===== src/rtl/hippo_decoder_DecoderPkg.sv =====
// Shared load/store decode types: funct3 width codes, LSU FSM states, captured request fields.
// Latency: none (types and a pure helper function only).
// Backpressure: not applicable.
package hippo_decoder_DecoderPkg;

  // funct3 width/sign codes shared by loads and stores (stores use B/H/W only)
  typedef enum logic [2:0] {
    LSU_B  = 3'd0,
    LSU_H  = 3'd1,
    LSU_W  = 3'd2,
    LSU_BU = 3'd4,
    LSU_HU = 3'd5
  } LsuWidth;

  typedef enum logic [1:0] {
    IDLE,
    REQ,
    WAIT,
    DONE
  } LsuState;

  // Request fields frozen at acceptance so memory-side outputs never follow the core inputs
  typedef struct packed {
    logic        is_store;
    logic [2:0]  funct3;
    logic [3:0]  wstrb;
    logic [31:0] wdata;
    logic [31:0] rvfi_wdata;
    logic [3:0]  rmask;
  } lsu_meta_t;

  // Lane mask of an access starting at lane 0: byte 0001, halfword 0011, word 1111
  function automatic logic [3:0] lsu_mask(input logic [2:0] funct3);
    case (funct3[1:0])
      2'd0:    return 4'b0001;
      2'd1:    return 4'b0011;
      default: return 4'b1111;
    endcase
  endfunction

endpackage


===== src/rtl/hippo_lsu_align.sv =====
// Byte-lane steering: store strobes/data, RVFI masks, misalignment check, load extraction/extension.
// Latency: purely combinational.
// Backpressure: none; the owning FSM decides when results are used.
module hippo_lsu_align
  import hippo_decoder_DecoderPkg::*;
(
  input  logic        is_store_i,
  input  logic [2:0]  funct3_i,
  input  logic [1:0]  addr_lo_i,
  input  logic [31:0] wdata_i,
  output logic        code_ok_o,
  output logic        misaligned_o,
  output logic [3:0]  wstrb_o,
  output logic [31:0] wdata_o,
  output logic [31:0] rvfi_wdata_o,
  output logic [3:0]  rmask_o,
  input  logic [2:0]  ld_funct3_i,
  input  logic [1:0]  ld_addr_lo_i,
  input  logic [31:0] ld_raw_i,
  output logic [31:0] ld_data_o
);

  logic [31:0] shifted;

  // Decode the request side: legality, alignment, store lane placement and read mask
  always_comb begin
    code_ok_o    = 1'b0;
    misaligned_o = 1'b0;
    wstrb_o      = 4'h0;
    wdata_o      = 32'h0;
    rvfi_wdata_o = 32'h0;
    rmask_o      = 4'h0;
    case (funct3_i)
      LSU_B:  code_ok_o = 1'b1;
      LSU_H:  begin code_ok_o = 1'b1; misaligned_o = addr_lo_i[0]; end
      LSU_W:  begin code_ok_o = 1'b1; misaligned_o = |addr_lo_i; end
      LSU_BU: code_ok_o = !is_store_i;
      LSU_HU: begin code_ok_o = !is_store_i; misaligned_o = addr_lo_i[0]; end
      default: ;
    endcase
    if (is_store_i && code_ok_o) begin
      case (funct3_i[1:0])
        2'd0: begin
          wstrb_o = 4'b0001 << addr_lo_i;
          wdata_o = {4{wdata_i[7:0]}};
        end
        2'd1: begin
          wstrb_o = 4'b0011 << {addr_lo_i[1], 1'b0};
          wdata_o = {2{wdata_i[15:0]}};
        end
        default: begin
          wstrb_o = 4'b1111;
          wdata_o = wdata_i;
        end
      endcase
    end
    // RVFI shows only the bytes actually written
    for (int i = 0; i < 4; i++) begin
      rvfi_wdata_o[8*i +: 8] = wstrb_o[i] ? wdata_o[8*i +: 8] : 8'h00;
    end
    if (!is_store_i && code_ok_o) begin
      rmask_o = lsu_mask(funct3_i) << addr_lo_i;
    end
  end

  // Load path: bring the addressed byte/halfword to bit 0, then sign- or zero-extend
  always_comb begin
    shifted   = ld_raw_i >> {ld_addr_lo_i, 3'b000};
    ld_data_o = shifted;
    case (ld_funct3_i)
      LSU_B:  ld_data_o = {{24{shifted[7]}}, shifted[7:0]};
      LSU_H:  ld_data_o = {{16{shifted[15]}}, shifted[15:0]};
      LSU_BU: ld_data_o = {24'h0, shifted[7:0]};
      LSU_HU: ld_data_o = {16'h0, shifted[15:0]};
      default: ;
    endcase
  end

endmodule


===== src/rtl/hippo_load_store_unit.sv =====
// Load/store unit: one req/gnt/rvalid data-memory transaction per load or store, with RVFI memory outputs.
// Latency: store 2 cycles, load 3 cycles minimum; grows with grant and read-data delay.
// Backpressure: holds mem_req_o and its payload until mem_gnt_i; stalls the core until done_o.
module hippo_load_store_unit
  import hippo_decoder_DecoderPkg::*;
#(
  parameter int unsigned AddrWidth = 32
) (
  input  logic                 clk_i,
  input  logic                 rst_i,
  input  logic                 req_valid_i,
  input  logic                 is_store_i,
  input  logic [2:0]           funct3_i,
  input  logic [AddrWidth-1:0] addr_i,
  input  logic [31:0]          wdata_i,
  output logic                 stall_o,
  output logic                 done_o,
  output logic                 misaligned_o,
  output logic [31:0]          rdata_o,
  output logic                 mem_req_o,
  output logic                 mem_we_o,
  output logic [AddrWidth-1:0] mem_addr_o,
  output logic [3:0]           mem_wstrb_o,
  output logic [31:0]          mem_wdata_o,
  input  logic                 mem_gnt_i,
  input  logic                 mem_rvalid_i,
  input  logic [31:0]          mem_rdata_i,
  output logic [31:0]          rvfi_mem_addr_o,
  output logic [3:0]           rvfi_mem_rmask_o,
  output logic [3:0]           rvfi_mem_wmask_o,
  output logic [31:0]          rvfi_mem_rdata_o,
  output logic [31:0]          rvfi_mem_wdata_o
);

  LsuState              state_q, state_d;
  lsu_meta_t            meta_q, meta_d;
  logic [AddrWidth-1:0] addr_q, addr_d;
  logic [31:0]          raw_q, raw_d;

  logic        code_ok, mis_a;
  logic [3:0]  a_wstrb, a_rmask;
  logic [31:0] a_wdata, a_rvfi_wdata, ld_data;
  logic        stall_raw, mis_raw;
  logic        in_req, in_done;
  logic [AddrWidth-1:0] word_addr;

  hippo_lsu_align u_align (
    .is_store_i   (is_store_i),
    .funct3_i     (funct3_i),
    .addr_lo_i    (addr_i[1:0]),
    .wdata_i      (wdata_i),
    .code_ok_o    (code_ok),
    .misaligned_o (mis_a),
    .wstrb_o      (a_wstrb),
    .wdata_o      (a_wdata),
    .rvfi_wdata_o (a_rvfi_wdata),
    .rmask_o      (a_rmask),
    .ld_funct3_i  (meta_q.funct3),
    .ld_addr_lo_i (addr_q[1:0]),
    .ld_raw_i     (raw_q),
    .ld_data_o    (ld_data)
  );

  // Next state, request capture and core-facing stall/misaligned decode
  always_comb begin
    state_d   = state_q;
    meta_d    = meta_q;
    addr_d    = addr_q;
    raw_d     = raw_q;
    stall_raw = 1'b0;
    mis_raw   = 1'b0;
    unique case (state_q)
      IDLE: begin
        if (req_valid_i && code_ok) begin
          if (mis_a) begin
            mis_raw = 1'b1;
          end else begin
            stall_raw         = 1'b1;
            state_d           = REQ;
            meta_d.is_store   = is_store_i;
            meta_d.funct3     = funct3_i;
            meta_d.wstrb      = a_wstrb;
            meta_d.wdata      = a_wdata;
            meta_d.rvfi_wdata = a_rvfi_wdata;
            meta_d.rmask      = a_rmask;
            addr_d            = addr_i;
            raw_d             = 32'h0;
          end
        end
      end
      REQ: begin
        stall_raw = 1'b1;
        if (mem_gnt_i) begin
          state_d = meta_q.is_store ? DONE : WAIT;
        end
      end
      WAIT: begin
        stall_raw = 1'b1;
        if (mem_rvalid_i) begin
          raw_d   = mem_rdata_i;
          state_d = DONE;
        end
      end
      DONE: state_d = IDLE;
      default: state_d = IDLE;
    endcase
  end

  // State and captured request registers
  always_ff @(posedge clk_i or posedge rst_i) begin
    if (rst_i) begin
      state_q <= IDLE;
      meta_q  <= '0;
      addr_q  <= '0;
      raw_q   <= '0;
    end else begin
      state_q <= state_d;
      meta_q  <= meta_d;
      addr_q  <= addr_d;
      raw_q   <= raw_d;
    end
  end

  // Outputs come from captured state only; the core-facing flags are forced low during reset
  always_comb begin
    in_req           = (state_q == REQ);
    in_done          = (state_q == DONE);
    word_addr        = {addr_q[AddrWidth-1:2], 2'b00};
    stall_o          = stall_raw & ~rst_i;
    misaligned_o     = mis_raw & ~rst_i;
    done_o           = in_done;
    rdata_o          = (in_done && !meta_q.is_store) ? ld_data : 32'h0;
    mem_req_o        = in_req;
    mem_we_o         = in_req & meta_q.is_store;
    mem_addr_o       = in_req ? word_addr : '0;
    mem_wstrb_o      = in_req ? meta_q.wstrb : 4'h0;
    mem_wdata_o      = in_req ? meta_q.wdata : 32'h0;
    rvfi_mem_addr_o  = in_done ? 32'(word_addr) : 32'h0;
    rvfi_mem_rmask_o = in_done ? meta_q.rmask : 4'h0;
    rvfi_mem_wmask_o = in_done ? meta_q.wstrb : 4'h0;
    rvfi_mem_rdata_o = in_done ? raw_q : 32'h0;
    rvfi_mem_wdata_o = in_done ? meta_q.rvfi_wdata : 32'h0;
  end

endmodule


===== config.mk =====
export PLATFORM = sky130hd
export DESIGN_NAME = hippo_load_store_unit
export DESIGN_NICKNAME = d
export VERILOG_FILES = /design/src/rtl/hippo_decoder_DecoderPkg.sv /design/src/rtl/hippo_lsu_align.sv /design/src/rtl/hippo_load_store_unit.sv
export SDC_FILE = /design/constraint.sdc
export NUM_CORES = 1
export LEC_CHECK = 0
export CAP_MARGIN = 30
export CORE_MARGIN = 2
export CORE_UTILIZATION = 45
export CTS_CLUSTER_DIAMETER = 200
export DETAILED_ROUTE_END_ITERATION = 8
export GPL_ROUTABILITY_DRIVEN = 0
export PLACE_DENSITY = 0.92
export REMOVE_ABC_BUFFERS = 1
export SLEW_MARGIN = 20
export SYNTH_ARGS = -nofsm -noshare
export SYNTH_HDL_FRONTEND = slang
export SYNTH_HIERARCHICAL = 1
export SYNTH_SLANG_ARGS = --single-unit
export TNS_END_PERCENT = 1

===== constraint.sdc =====
create_clock -name clk_i -period 4.6 [get_ports clk_i]
set_input_delay 0.46 -clock clk_i [delete_from_list [all_inputs] [get_ports clk_i]]
set_output_delay 0.46 -clock clk_i [all_outputs]
set_load 0.02 [all_outputs]

==> summary.txt <==
==================================================================================
Outcome ............................................................. finished clean
Hold buffers post-CTS ...............................................            0
I/O Buffers .........................................................          309
DRC violation count after routing ...................................            0
Family with the most delay on the worst path ........................ buffers and inverters
Number of clock buffers inserted by TritonCTS .......................           17
Type of the worst min-delay path .................................... primary input to asynchronous set/reset pin
Share of total power in combinational logic .........................        0.499
Clock tree skew after final layout ..................................    0.0112 ns
Reported max-cap violation count ....................................            0
Warning count from the yosys run ....................................            6
Total power .........................................................      7090 µW
Synth Flop Type ..................................................... sky130_fd_sc_hd__dfrtp_1
WL final ............................................................    25,400 µm
Type of element capturing the critical path .........................  output port
Instance count after placement with tap cells included ..............        1,297
Setup Crit Path Kind ................................................ flop to output port
Initial standard-cell utilization of the core .......................        0.461
Number of cells on the worst reg-to-reg path ........................            5
Total global-route track usage ......................................        0.259
Master of the slowest instance on the critical path ................. sky130_fd_sc_hd__ha_2
Number of unique standard cell types used by synthesis ..............           42
TritonCTS clock tree ................................................        built
Share of synthesized area occupied by flip-flops and latches ........        0.427
Horizontal extent of the die ........................................       140 µm
Beginning of the worst register-to-register path ....................   state_q[0]
Share of final-layout standard cells stronger than drive strength 1 .        0.154
Count of final setup violators ......................................            0
Async set or reset register ratio after synthesis ...................         1.00
First-pass GRT wire length ..........................................    40,000 µm
Worst-path cell chain ............................................... ha_2, nor2b_1, buf_4, and2_1, clkdlybuf4s50_1
Routed vias .........................................................        7,118
Ratio of routed vias to standard cells ..............................         5.36
Hold Vio Cnt, Final .................................................            0
Via count of the first global-routing pass ..........................        7,234
Routed wirelength normalized by instance count ......................      19.1 µm
Clock network fraction of total power ...............................        0.191
Top-level port count ................................................          314
Area growth syn-to-layout ...........................................        45.4%
Commonest cells after routing, fill and taps aside .................. 308 x sky130_fd_sc_hd__clkdlybuf4s50_1, 217 x sky130_fd_sc_hd__and2_1, 142 x sky130_fd_sc_hd__dfrtp_1
Fillers .............................................................        1,382
Delay of the slowest cell on the worst path .........................      0.75 ns
CP Data Arrival Time ................................................      2.92 ns
Pin count of the biggest net entering global routing ................          109
Number of enable flip-flop cells after synthesis ....................            0
Worst r2r dst .......................................................   addr_q[31]
Highest achievable clock rate .......................................      296 MHz
RSZ-0062 raised after global routing ................................        false
Setup TNS Final .....................................................         0 ns
WP buf/inv ..........................................................            2
Commonest non-fill, non-tap cell in the layout ...................... sky130_fd_sc_hd__clkdlybuf4s50_1
Number of sinks handled by clock tree synthesis .....................          142
Fin cells ...........................................................        1,328
Cell internal power dissipation .....................................      4290 µW
Max-Slew Margin vs Limit ............................................        0.450
Biggest area contributors in the synthesized netlist ................ sky130_fd_sc_hd__dfrtp_1 43%, sky130_fd_sc_hd__and2_1 16%, sky130_fd_sc_hd__mux2_2 13%
Final worst-path cycle share ........................................        0.734
Worst Tran Pin Value ................................................     0.821 ns
Fraction of power consumed by sequential logic ......................        0.310
Resized Gates After CTS .............................................            0
Worst endpoint required time ........................................      4.14 ns
Number of nets in the finished design ...............................        1,199
Critical-path maximum fanout ........................................           52
Total setup buffers inserted after CTS ..............................            0
Setup crit start kind ...............................................         flop
Average instance area after synthesis ...............................     10.3 µm²
Worst hold slack across all endpoints ...............................     0.445 ns
Antenna diodes ......................................................            0
Core area ...........................................................   18,000 µm²
Post-synthesis cell type with the largest combined area ............. sky130_fd_sc_hd__dfrtp_1
Netlist area before placement .......................................     8320 µm²
Largest buffer count on any clock path ..............................            2
Standard-cell row count .............................................           49
CTS clk-pin slew, worst paths .......................................      0.06 ns
HPWL reported at the end of detailed placement ......................    17,900 µm
Number of cells produced by synthesis ...............................          808
Gr ovfl total .......................................................            0
Drt first-iter violations ...........................................          323
CTS H-tree lvls .....................................................            4
Number of nets still failing antenna checks after routing ...........            0
Flops & latches, synth ..............................................          142
Slew Viols, Final ...................................................            0
Setup slack on the worst flop-to-flop path ..........................      2.36 ns
Proportion of netlist area held by the largest area contributor .....        0.427
Post-layout minimum cycle time ......................................      3.38 ns
Overall die area ....................................................   19,600 µm²
Worst-Skew Late Latency .............................................      0.43 ns
Maximum ir drop on the vdd rail .....................................   0.000377 V
Clk Tree Root Cell .................................................. sky130_fd_sc_hd__clkbuf_16
Sw Share ............................................................        0.395
Chip height .........................................................       140 µm
Fraction of the core area covered by cells at the end of the flow ...        0.671
Number of antenna violations at the first check in global routing ...            2
Power Density .......................................................   586 nW/µm²
Leakage component of the power ......................................   0.00541 µW
Net load switching power ............................................      2800 µW
DR pass1 iterations .................................................            5
==================================================================================
-- power by group through the flow --
| stage | logic, µW | registers (µW) | clock network (µW) |
|---|---|---|---|
| 2_1_floorplan | 2120 | 2070 | 0 |
| 3_3_place_gp | 3430 | 2170 | 0 |
| 3_5_place_dp | 3530 | 2200 | 0 |
| 4_1_cts | 3550 | 2190 | 1370 |
| 5_1_grt | 3790 | 2270 | 1430 |
| 6_report | 3540 | 2200 | 1350 |
-- area by class of cell --
class	count	area, µm²	area share
timing repair buffer	321	3240	0.268
tap	229	287	0.0237
sequential	142	3550	0.294
inverter	8	35.0	0.00290
multi-input combinational	598	4420	0.365
clock buffer	17	425	0.0352
clock inverter	13	140	0.0116
-- layer usage --
layer | vias to the layer above | wire length (µm) | track usage
met3 | 53 | 2210 | 0.0892
met4 | 4 | 621 | 0.0837
met2 | 300 | 12500 | 0.439
met1 | 3485 | 10000 | 0.309
li1 | 3276 | - | -
met5 | - | 27 | 0
-- cells in the mapped netlist, types with 2 or more instances --
library cell	n
sky130_fd_sc_hd__a2111oi_0	2
sky130_fd_sc_hd__a211oi_1	17
sky130_fd_sc_hd__a21oi_1	19
sky130_fd_sc_hd__a22o_1	32
sky130_fd_sc_hd__and2_1	217
sky130_fd_sc_hd__buf_1	5
sky130_fd_sc_hd__buf_2	20
sky130_fd_sc_hd__buf_4	6
sky130_fd_sc_hd__buf_6	7
sky130_fd_sc_hd__clkbuf_1	25
sky130_fd_sc_hd__dfrtp_1	142
sky130_fd_sc_hd__ha_1	6
sky130_fd_sc_hd__inv_1	8
sky130_fd_sc_hd__mux2_2	99
sky130_fd_sc_hd__mux2_4	9
sky130_fd_sc_hd__mux2i_1	45
sky130_fd_sc_hd__nand2_1	19
sky130_fd_sc_hd__nor2_1	77
sky130_fd_sc_hd__nor2b_1	12
sky130_fd_sc_hd__nor3_1	10
sky130_fd_sc_hd__o21ai_0	7
sky130_fd_sc_hd__o21ai_2	4
-- sequential cells by signal (all words and copies together) (netlist names) --
name / cells
raw_q: 32
meta_q: 76
addr_q: 32
state_q: 2
-- worst max path at each step --
stage | startpoint | to | slack [ns] | cells past startpoint
after floorplan | funct3_i[2] | stall_o | -1.72 | 5
after global placement | funct3_i[2] | stall_o | 1.27 | 7
after detailed placement | funct3_i[2] | stall_o | 1.26 | 7
after CTS | addr_q[0] | rdata_o[19] | 1.20 | 6
after global routing | funct3_i[2] | stall_o | 1.03 | 7
final | state_q[0] | rdata_o[0] | 1.22 | 5
-- kinds of logic after synthesis --
logic type	share of synthesized area
and+or+nand+nor	0.234
muxes	0.204
DFF	0.427
AOI/OAI and AO/OA	0.0806
buffers and inverters	0.0441
adders and majority gates	0.00903
other	0.000451
-- worst reg2reg max path, cell delays in order, from the launching register on --
cell	delay, ns
sky130_fd_sc_hd__dfrtp_1	0.45
sky130_fd_sc_hd__inv_1	0.14
sky130_fd_sc_hd__ha_1	0.31
sky130_fd_sc_hd__nand4b_1	0.22
sky130_fd_sc_hd__buf_12	0.41
sky130_fd_sc_hd__mux2_2	0.61
-- per-stage QoR --
step | cell area (µm²) | setup WS [ns]
3_5_place_dp | 11500 | 1.26
6_report | 12100 | 1.22
3_3_place_gp | 11500 | 1.27
4_1_cts | 12100 | 1.20
5_1_grt | 12100 | 1.03
2_1_floorplan | 7990 | -1.72
Power figures use the tool's default switching activity.
